==> src/rtl/bullet_fire_controller.sv <==
// Fire-button front end for the bullet engines: edge-detects the press, picks the
// lowest free slot, strobes it until acknowledged, then enforces a refire cooldown.
module bullet_fire_controller #(
    parameter int NUM_SLOTS       = 4,
    parameter int COOLDOWN_FRAMES = 8,
    parameter int ACK_TIMEOUT     = 4,
    parameter int BUFFER_SHOT     = 1
) (
    input  logic                 clk_60hz,
    input  logic                 reset,
    input  logic                 fire_btn,
    input  logic                 direction,
    input  logic [9:0]           shipX,
    input  logic                 ship_alive,
    input  logic [NUM_SLOTS-1:0] slot_in_use,
    output logic [NUM_SLOTS-1:0] start_bullet,
    output logic [9:0]           launch_x,
    output logic                 launch_dir,
    output logic                 cooldown_active,
    output logic                 no_slot,
    output logic                 launch_fail,
    output logic [15:0]          shots_fired
);

    typedef enum logic [1:0] {
        IDLE     = 2'd0,
        ISSUE    = 2'd1,
        COOLDOWN = 2'd2
    } state_t;

    localparam logic [7:0] CD_LOAD     = 8'(COOLDOWN_FRAMES);
    localparam logic [7:0] ACK_LOAD    = 8'(ACK_TIMEOUT);
    localparam state_t     AFTER_ISSUE = (COOLDOWN_FRAMES == 0) ? IDLE : COOLDOWN;

    state_t               state, state_nxt;
    logic [7:0]           frame_cnt, cnt_nxt;
    logic                 pending, pending_nxt;
    logic                 fire_prev;
    logic                 fire_rise, req, any_free, acked;
    logic                 launch, drop, ack_evt, timeout_evt;
    logic [NUM_SLOTS-1:0] free_slots, free_onehot;
    logic [NUM_SLOTS-1:0] start_nxt;
    logic [9:0]           x_nxt;
    logic                 dir_nxt;
    logic [15:0]          shots_nxt;

    assign fire_rise   = fire_btn & ~fire_prev;
    assign req         = (fire_rise | pending) & ship_alive;
    assign free_slots  = ~slot_in_use;
    assign any_free    = |free_slots;
    // Isolating the lowest set bit of the free mask gives the lowest free slot.
    assign free_onehot = free_slots & (~free_slots + NUM_SLOTS'(1));
    // start_bullet stays one-hot through ISSUE, so it doubles as the latched slot select.
    assign acked       = |(slot_in_use & start_bullet);

    always_ff @(posedge clk_60hz) begin
        // NOTE: non-blocking assignments keep every register sampling pre-edge values.
        if (reset) begin
            state           <= IDLE;
            frame_cnt       <= '0;
            pending         <= 1'b0;
            fire_prev       <= 1'b0;
            start_bullet    <= '0;
            launch_x        <= '0;
            launch_dir      <= 1'b0;
            cooldown_active <= 1'b0;
            no_slot         <= 1'b0;
            launch_fail     <= 1'b0;
            shots_fired     <= '0;
        end else begin
            state           <= state_nxt;
            frame_cnt       <= cnt_nxt;
            pending         <= pending_nxt;
            fire_prev       <= fire_btn;
            start_bullet    <= start_nxt;
            launch_x        <= x_nxt;
            launch_dir      <= dir_nxt;
            cooldown_active <= (state_nxt == COOLDOWN);
            no_slot         <= drop;
            launch_fail     <= timeout_evt;
            shots_fired     <= shots_nxt;
        end
    end

    always_comb begin
        // NOTE: every output of a combinational block gets a default first so no latch is inferred.
        state_nxt   = state;
        cnt_nxt     = frame_cnt;
        launch      = 1'b0;
        drop        = 1'b0;
        ack_evt     = 1'b0;
        timeout_evt = 1'b0;
        case (state)
            IDLE: begin
                if (req) begin
                    if (any_free) begin
                        launch    = 1'b1;
                        state_nxt = ISSUE;
                        cnt_nxt   = ACK_LOAD;
                    end else begin
                        drop = 1'b1;
                    end
                end
            end
            ISSUE: begin
                if (acked) begin
                    ack_evt   = 1'b1;
                    state_nxt = AFTER_ISSUE;
                    cnt_nxt   = CD_LOAD;
                end else if (frame_cnt <= 8'd1) begin
                    timeout_evt = 1'b1;
                    state_nxt   = AFTER_ISSUE;
                    cnt_nxt     = CD_LOAD;
                end else begin
                    cnt_nxt = frame_cnt - 8'd1;
                end
            end
            COOLDOWN: begin
                if (frame_cnt <= 8'd1) begin
                    state_nxt = IDLE;
                end else begin
                    cnt_nxt = frame_cnt - 8'd1;
                end
            end
            default: state_nxt = IDLE;
        endcase
    end

    always_comb begin
        start_nxt   = start_bullet;
        x_nxt       = launch_x;
        dir_nxt     = launch_dir;
        shots_nxt   = shots_fired;
        pending_nxt = pending;
        if (launch) begin
            start_nxt = free_onehot;
            x_nxt     = shipX;
            dir_nxt   = direction;
        end
        if (ack_evt || timeout_evt) begin
            start_nxt = '0;
        end
        if (ack_evt && shots_fired != 16'hFFFF) begin
            shots_nxt = shots_fired + 16'd1;
        end
        // A request in IDLE is always consumed, either as a launch or as a drop.
        if (!ship_alive) begin
            pending_nxt = 1'b0;
        end else if (state == IDLE && req) begin
            pending_nxt = 1'b0;
        end else if (state != IDLE && fire_rise && BUFFER_SHOT != 0) begin
            pending_nxt = 1'b1;
        end
    end

endmodule

==> config.mk <==
export PLATFORM = sky130hd
export DESIGN_NAME = bullet_fire_controller
export DESIGN_NICKNAME = d
export VERILOG_FILES = /design/src/rtl/bullet_fire_controller.sv
export SDC_FILE = /design/constraint.sdc
export NUM_CORES = 1
export LEC_CHECK = 0
export BUFFER_PORTS_ARGS = -buffer_cell sky130_fd_sc_hd__buf_2
export CORE_ASPECT_RATIO = 0.7
export CORE_MARGIN = 5
export CORE_UTILIZATION = 40
export CTS_BUF_LIST = sky130_fd_sc_hd__clkbuf_16
export DETAILED_ROUTE_END_ITERATION = 16
export GPL_TIMING_DRIVEN = 0
export PLACE_DENSITY = 0.6
export REMOVE_ABC_BUFFERS = 1
export SLEW_MARGIN = 15
export SYNTH_ARGS = -nofsm -noshare
export SYNTH_HDL_FRONTEND = slang
export SYNTH_SLANG_ARGS = --single-unit
==> constraint.sdc <==
create_clock -name clk_60hz -period 2.8 [get_ports clk_60hz]
set_input_delay 0.42 -clock clk_60hz [delete_from_list [all_inputs] [get_ports clk_60hz]]
set_output_delay 0.42 -clock clk_60hz [all_outputs]
set_load 0.01 [all_outputs]
==> results of run 1 <==
per-stage QoR:
| stage | cells | util [%] | setup slack (ps) |
|---|---|---|---|
| finish | 392 | 48.86 | 525.9 |
| global route | 392 | 48.86 | 351.9 |
| CTS | 392 | 48.86 | 513.1 |
| detailed placement | 384 | 46.24 | 532.9 |
| global placement | 384 | 46.24 | 523.4 |
| floorplan | 257 | - | 786.2 |
cells in the mapped netlist, types with 3 or more instances:
| master | instances | area [sq um] |
|---|---|---|
| nor2b_1 | 3 | 18.77 |
| nand2b_1 | 3 | 18.77 |
| nor2_1 | 24 | 90.09 |
| or4_1 | 3 | 22.52 |
| o211ai_2 | 5 | 62.56 |
| o21ai_1 | 4 | 20.02 |
| a22oi_1 | 3 | 22.52 |
| nand3_1 | 7 | 35.03 |
| nand4_1 | 3 | 18.77 |
| o21ai_0 | 4 | 20.02 |
| a31oi_1 | 5 | 31.28 |
| a21oi_1 | 17 | 85.08 |
| inv_1 | 8 | 30.03 |
| clkbuf_1 | 5 | 18.77 |
| nor3_1 | 7 | 35.03 |
| nor4_1 | 5 | 31.28 |
| and3_1 | 4 | 25.02 |
| ha_1 | 8 | 100.1 |
| nand2_1 | 40 | 150.1 |
| xor2_1 | 10 | 87.58 |
| and2_1 | 4 | 25.02 |
| o31ai_1 | 4 | 30.03 |
| dfxtp_1 | 46 | 920.9 |
| a211oi_1 | 3 | 22.52 |
where the power goes:
part           switching, mW  leakage [nW]  internal [mW]  total (mW)
combinational          0.112         0.753         0.0663       0.178
clock                  0.253        0.0664          0.334       0.587
sequential            0.0157         0.372          0.673       0.689
layout by cell type (no fill, tap or decap), drive strengths merged, types with 3 or more instances in the layout:
| master | n |
|---|---|
| nand2 | 41 |
| o21ai | 9 |
| xor2 | 10 |
| nand4 | 3 |
| a31oi | 5 |
| and2 | 4 |
| nor3 | 8 |
| or4 | 4 |
| nand3 | 7 |
| nand2b | 3 |
| nor2 | 24 |
| nor4 | 5 |
| o2111ai | 3 |
| nor2b | 3 |
| and3 | 5 |
| a211oi | 3 |
| o211ai | 8 |
| ha | 8 |
| inv | 9 |
| a21oi | 18 |
| or2 | 3 |
| o31ai | 4 |
| dfxtp | 46 |
| a22oi | 5 |
| clkbuf | 5 |
| buf | 52 |
cell families (layout without fill, tap and decap cells):
logic type | Yosys count | count (layout) | share of synthesized area [%]
flops | 46 | 46 | 39.85
fa+ha+maj | 8 | 8 | 4.332
mux | 2 | 2 | 0.8663
simple gates | 117 | 117 | 25.28
xor+xnor | 11 | 11 | 4.169
compound gates | 65 | 65 | 22.31
buf+inv | 17 | 68 | 3.194
how the worst max path moves through the flow:
| stage | startpoint | endpoint | slack [ps] | depth (start not counted) |
|---|---|---|---|---|
| 2_1_floorplan | frame_cnt[0]$_SDFFE_PP0P_ | frame_cnt[6]$_SDFFE_PP0P_ | 790 | 6 |
| 3_3_place_gp | state[0]$_SDFF_PP0_ | cooldown_active$_SDFF_PP0_ | 520 | 6 |
| 3_5_place_dp | state[0]$_SDFF_PP0_ | cooldown_active$_SDFF_PP0_ | 530 | 6 |
| 4_1_cts | state[0]$_SDFF_PP0_ | cooldown_active$_SDFF_PP0_ | 510 | 6 |
| 5_1_grt | state[0]$_SDFF_PP0_ | cooldown_active$_SDFF_PP0_ | 350 | 6 |
| 6_report | state[0]$_SDFF_PP0_ | cooldown_active$_SDFF_PP0_ | 530 | 6 |
routing by layer:
metal	vias up	track usage (%)	routed length, microns
li1	1056	-	-
met1	910	21.83	2894
met2	49	19.84	1970
met3	2	3.985	339
met4	0	2.691	23
met5	-	0	0
cell type report:
class	instances	area share, %
clock buffers	5	4.517
clock inverters	3	0.8582
inverters	8	1.084
multi-input cells	203	47.52
flip-flops and latches	46	33.24
well taps	75	3.388
repair buffers	52	9.395
flip-flops by register name, summed over array words and instances, names as in the netlist:
signal	flops
launch_x	10
pending	1
frame_cnt	8
state	2
launch_dir	1
no_slot	1
launch_fail	1
cooldown_active	1
fire_prev	1
start_bullet	4
shots_fired	16
==> impl_metrics.env, run 1 <==
export IMPL_grt_pass1_vias=1809
export IMPL_drtPass1Iterations=4
export IMPL_hold_slack_ps=365.1
export IMPL_worstSetupEndpointType="flip-flop"
export IMPL_drv_slew=0
export IMPL_die_x_microns=100.9
export IMPL_multi_input_area_sq_mm=0.001316
export IMPL_grt_setup_unrepaired="no"
export IMPL_synth_seq_cells=46
export IMPL_hold_buffers=0
export IMPL_numCtsBuffers=5
export IMPL_via_per_inst=5.145
export IMPL_start_util_pct=40.76
export IMPL_grt_total_usage_pct=14.28
export IMPL_synth_ff_type="dfxtp_1"
export IMPL_path_buf_inv=1
export IMPL_path_delay_family="simple AND/OR/NAND/NOR gates"
export IMPL_ys_types=57
export IMPL_status="complete, no violations"
export IMPL_yosysWarnings=0
export IMPL_nFillCells=571
export IMPL_worstReg2RegStart="state[0]$_SDFF_PP0_"
export IMPL_nNetsFinal=343
export IMPL_core_area_sq_mm=0.005669
export IMPL_period_minus_slack_ps=2274
export IMPL_grt_overflow_total=0
export IMPL_post_route_period_util_pct=81.22
export IMPL_regArea_sq_um=920.9
export IMPL_grt_max_degree=40
export IMPL_crit_required_ps=2960
export IMPL_clk_latency_ps=280
export IMPL_yosysSeqAreaShare_pct=39.85
export IMPL_diodes=0
export IMPL_dp_hpwl_microns=3809
export IMPL_r2r_slack_ps=530
export IMPL_cp_start_kind="flip-flop"
export IMPL_crit_fanout=15
export IMPL_drtIter0Drc=137
export IMPL_finalClockSkew_ps=7.030
export IMPL_syn_area_per_cell_sq_um=8.688
export IMPL_area_delta_synth_final_pct=19.87
export IMPL_hp_class="in -> reg"
export IMPL_cp_cell_sequence="inv_1, ha_1, o211ai_1, nor2_1, a21oi_1, nor4bb_1"
export IMPL_cts_max_level=2
export IMPL_placed_area_sq_mm=0.002621
export IMPL_vias=2017
export IMPL_grt_pass1_wl_microns=8700
export IMPL_post_cts_resize_count=0
export IMPL_whs_path_depth=2
export IMPL_tns_ps=0
export IMPL_hold_end="fire_prev$_SDFF_PP0_"
export IMPL_maxSlewHeadroom_pct=32.72
export IMPL_syn_inst=266
export IMPL_synth_edf_count=0
export IMPL_io_pins=53
export IMPL_post_cts_setup_buffers=0
export IMPL_drt_antenna_violating_nets=0
export IMPL_drive_gt1_share_pct=25.55
export IMPL_clock_sinks=46
export IMPL_clkTransAtPathRegs_ps=70
export IMPL_min_delay_start="fire_btn"
export IMPL_worstPathArrival_ps=2440
export IMPL_r2r_end="cooldown_active$_SDFF_PP0_"
export IMPL_synth_async_reset_ratio_pct=0
export IMPL_cap_violations=0
export IMPL_vdd_drop_max_uv=373.0
export IMPL_slowest_stage="nor2_1"
export IMPL_wl_per_cell_microns=13.33
export IMPL_syn_area_sq_mm=0.002311
export IMPL_rows=23
export IMPL_clk_path_buf_depth=2
export IMPL_reg2reg_depth=6
export IMPL_port_buffers=52
export IMPL_grt_antenna_before_repair=0
export IMPL_die_area_sq_mm=0.007422
export IMPL_cts_tree="built"
export IMPL_drc=0
export IMPL_p_per_area_mw_per_mm2=524.7
export IMPL_die_h_microns=73.60
export IMPL_setup_viol=0
export IMPL_design_area_sq_mm=0.002770
export IMPL_criticalPathCategory="reg -> reg"
export IMPL_total_power_mw=1.453
export IMPL_hold_violations=0
export IMPL_max_freq_mhz=439.7
export IMPL_leakage_nw=1.192
export IMPL_drt_total_wl_microns=5227
export IMPL_clockRootBuffer="clkbuf_16"
export IMPL_gp_congestion=0.8457
export IMPL_worst_slew_pin_slew_ps=1006
export IMPL_cpPeakStageDelay_ps=830
Power figures use the tool's default switching activity.
==> run 2: changes to the inputs <==
--- a/config.mk
+++ b/config.mk
@@ -5,6 +5,7 @@
 export SDC_FILE = /design/constraint.sdc
 export NUM_CORES = 1
 export LEC_CHECK = 0
+export ABC_AREA = 1
 export BUFFER_PORTS_ARGS = -buffer_cell sky130_fd_sc_hd__buf_2
 export CORE_ASPECT_RATIO = 0.7
 export CORE_MARGIN = 5
==> constraint.sdc (replaced) <==
create_clock -name clk_60hz -period 2.1 [get_ports clk_60hz]
set_input_delay 0.315 -clock clk_60hz [delete_from_list [all_inputs] [get_ports clk_60hz]]
set_output_delay 0.315 -clock clk_60hz [all_outputs]
set_load 0.01 [all_outputs]
==> impl_metrics.env, run 2 <==
export IMPL_status="complete, no violations"
export IMPL_die_area_sq_mm=0.007793
export IMPL_hp_class="in -> reg"
export IMPL_syn_inst=359
export IMPL_grt_max_degree=24
export IMPL_post_route_period_util_pct=87.94
export IMPL_dp_hpwl_microns=4284
export IMPL_synth_top_area_share_pct=37.70
export IMPL_multi_input_area_sq_mm=0.001326
export IMPL_largest_reg_flops=16
export IMPL_area_delta_synth_final_pct=20.34
export IMPL_start_util_pct=42.01
export IMPL_gp_congestion=0.8576
export IMPL_p_per_area_mw_per_mm2=778.4
export IMPL_synth_largest_area_cell="dfxtp_1"
export IMPL_cts_tree="built"
export IMPL_synth_ff_type="dfxtp_1"
export IMPL_grt_overflow_total=0
export IMPL_final_common_cell="nand2_1"
export IMPL_drc=0
export IMPL_worstReg2RegStart="state[1]$_SDFF_PP0_"
export IMPL_via_per_inst=4.725
export IMPL_nFillCells=599
export IMPL_clk_path_buf_depth=2
export IMPL_clockRootBuffer="clkbuf_16"
export IMPL_synth_async_reset_ratio_pct=0
export IMPL_yosysSeqAreaShare_pct=37.70
export IMPL_mostFrequentLayoutCells="nand2_1 (89), nor2_1 (75), buf_2 (52), dfxtp_1 (46), inv_1 (33)"
export IMPL_worstSetupEndpointType="flip-flop"
export IMPL_syn_area_per_cell_sq_um=6.803
export IMPL_maxSlewHeadroom_pct=54.37
export IMPL_clock_sinks=46
export IMPL_drtPass1Iterations=5
export IMPL_crit_required_ps=2260
export IMPL_crit_start="state[1]$_SDFF_PP0_"
export IMPL_yosysWarnings=0
export IMPL_top_register="shots_fired"
export IMPL_worstPathArrival_ps=2000
export IMPL_yosysMostFrequentCell="nand2_1"
export IMPL_max_freq_mhz=541.5
export IMPL_diodes=0
export IMPL_clk_latency_ps=280
export IMPL_worst_slew_pin_slew_ps=683.7
export IMPL_crit_fanout=15
export IMPL_setup_viol=0
export IMPL_grt_total_usage_pct=16.12
export IMPL_hold_buffers=0
export IMPL_ys_types=27
export IMPL_syn_area_sq_mm=0.002442
export IMPL_cts_max_level=2
export IMPL_period_minus_slack_ps=1847
export IMPL_post_cts_setup_buffers=0
export IMPL_core_area_sq_mm=0.005813
export IMPL_clkTransAtPathRegs_ps=60
export IMPL_drt_total_wl_microns=5854
export IMPL_drv_slew=0
export IMPL_vdd_drop_max_uv=354.1
export IMPL_yosys_top_cells_count="nand2_1 (89), nor2_1 (75), dfxtp_1 (46)"
export IMPL_finalClockSkew_ps=4.075
export IMPL_grt_pass1_vias=2097
export IMPL_cap_violations=0
export IMPL_drive_gt1_share_pct=21.15
export IMPL_post_cts_resize_count=0
export IMPL_synth_area_leaders="dfxtp_1 (38%), nand2_1 (14%), nor2_1 (12%)"
export IMPL_synth_seq_cells=46
export IMPL_top_regs="shots_fired (16), launch_x (10), frame_cnt (8)"
export IMPL_nNetsFinal=442
export IMPL_min_delay_start="fire_btn"
export IMPL_io_pins=53
export IMPL_grt_antenna_before_repair=0
export IMPL_die_x_microns=103.4
export IMPL_port_buffers=52
export IMPL_wl_per_cell_microns=11.92
export IMPL_grt_pass1_wl_microns=9977
export IMPL_rows=23
export IMPL_regArea_sq_um=920.9
export IMPL_numCtsBuffers=5
export IMPL_criticalPathCategory="reg -> reg"
export IMPL_synth_edf_count=0
export IMPL_die_h_microns=75.38
export IMPL_vias=2320
export IMPL_cp_start_kind="flip-flop"
export IMPL_tns_ps=0
export IMPL_hold_violations=0
export IMPL_drtIter0Drc=110
export IMPL_leakage_nw=1.385
export IMPL_grt_setup_unrepaired="no"
export IMPL_hold_slack_ps=243.0
export IMPL_drt_antenna_violating_nets=0
==> run 2: cell types whose count changed in the layout (fill, tap and decap cells not counted), moves of 5 or more <==
| cell | change |
|---|---|
| nor4_1 | -5 |
| a31oi_1 | -5 |
| a21oi_2 | +8 |
| a21oi_1 | -10 |
| nand3_1 | +16 |
| nand2_1 | +49 |
| inv_1 | +25 |
| nor2_1 | +51 |
| buf_4 | +5 |
| o211ai_2 | -5 |
| o21ai_0 | +18 |
==> run 2: cell type report <==
cell class	count	share of cell area [%]
clock buffer	5	4.257
timing repair buffer	57	10.13
sequential	46	31.33
clock inverter	3	1.362
multi-input combinational	269	45.13
tap	75	3.193
inverter	36	4.598
==> run 2: worst paths after layout <==
path,endpoint,slack [ps],cells past startpoint
min reg2reg,frame_cnt[7]$_SDFFE_PP0P_,490,2
min,fire_prev$_SDFF_PP0_,240,3
max reg2reg,shots_fired[9]$_SDFFE_PP0P_,250,8
max,shots_fired[9]$_SDFFE_PP0P_,250,8
==> run 2: metal layers <==
layer	GRT usage, %	vias up	share of wire (%)
met5	0	-	0
met4	4.310	0	0.34
met3	3.751	2	4.9
met2	22.74	44	41
met1	24.45	1033	53
li1	-	1241	-
==> run 2: per-stage QoR <==
stage          util (%)  total power, mW  cells  cell area [sq um]  setup WS, ps
2_1_floorplan         -            1.273    351               2382         486.2
3_3_place_gp      47.07            1.402    478               2736         66.24
3_5_place_dp      47.07            1.408    478               2736         44.01
4_1_cts           49.91            2.303    486               2902         3.394
5_1_grt           50.56            2.434    491               2939         67.55
6_report          50.56            2.288    491               2939         253.2
==> run 2: cells by family after synthesis <==
family	Yosys count	synth area share [%]
xor+xnor	11	3.945
compound gates	40	9.785
flops	46	37.70
fa+ha+maj	8	4.099
simple gates	210	36.48
buf+inv	44	7.992
==> run 2: where the power goes <==
group | internal (mW) | switching [mW]
Combinational | 0.154 | 0.286
Sequential | 0.922 | 0.0400
Clock | 0.557 | 0.329
Total | 1.63 | 0.655
==> run 2: worst max-delay path, cell delays in order (launching register included) <==
cell and delay, ps:
dfxtp_1 440, inv_1 120, ha_1 270, o21ai_0 210
inv_1 160, nand2_4 210, inv_2 140, nand2_1 110
a21oi_2 50
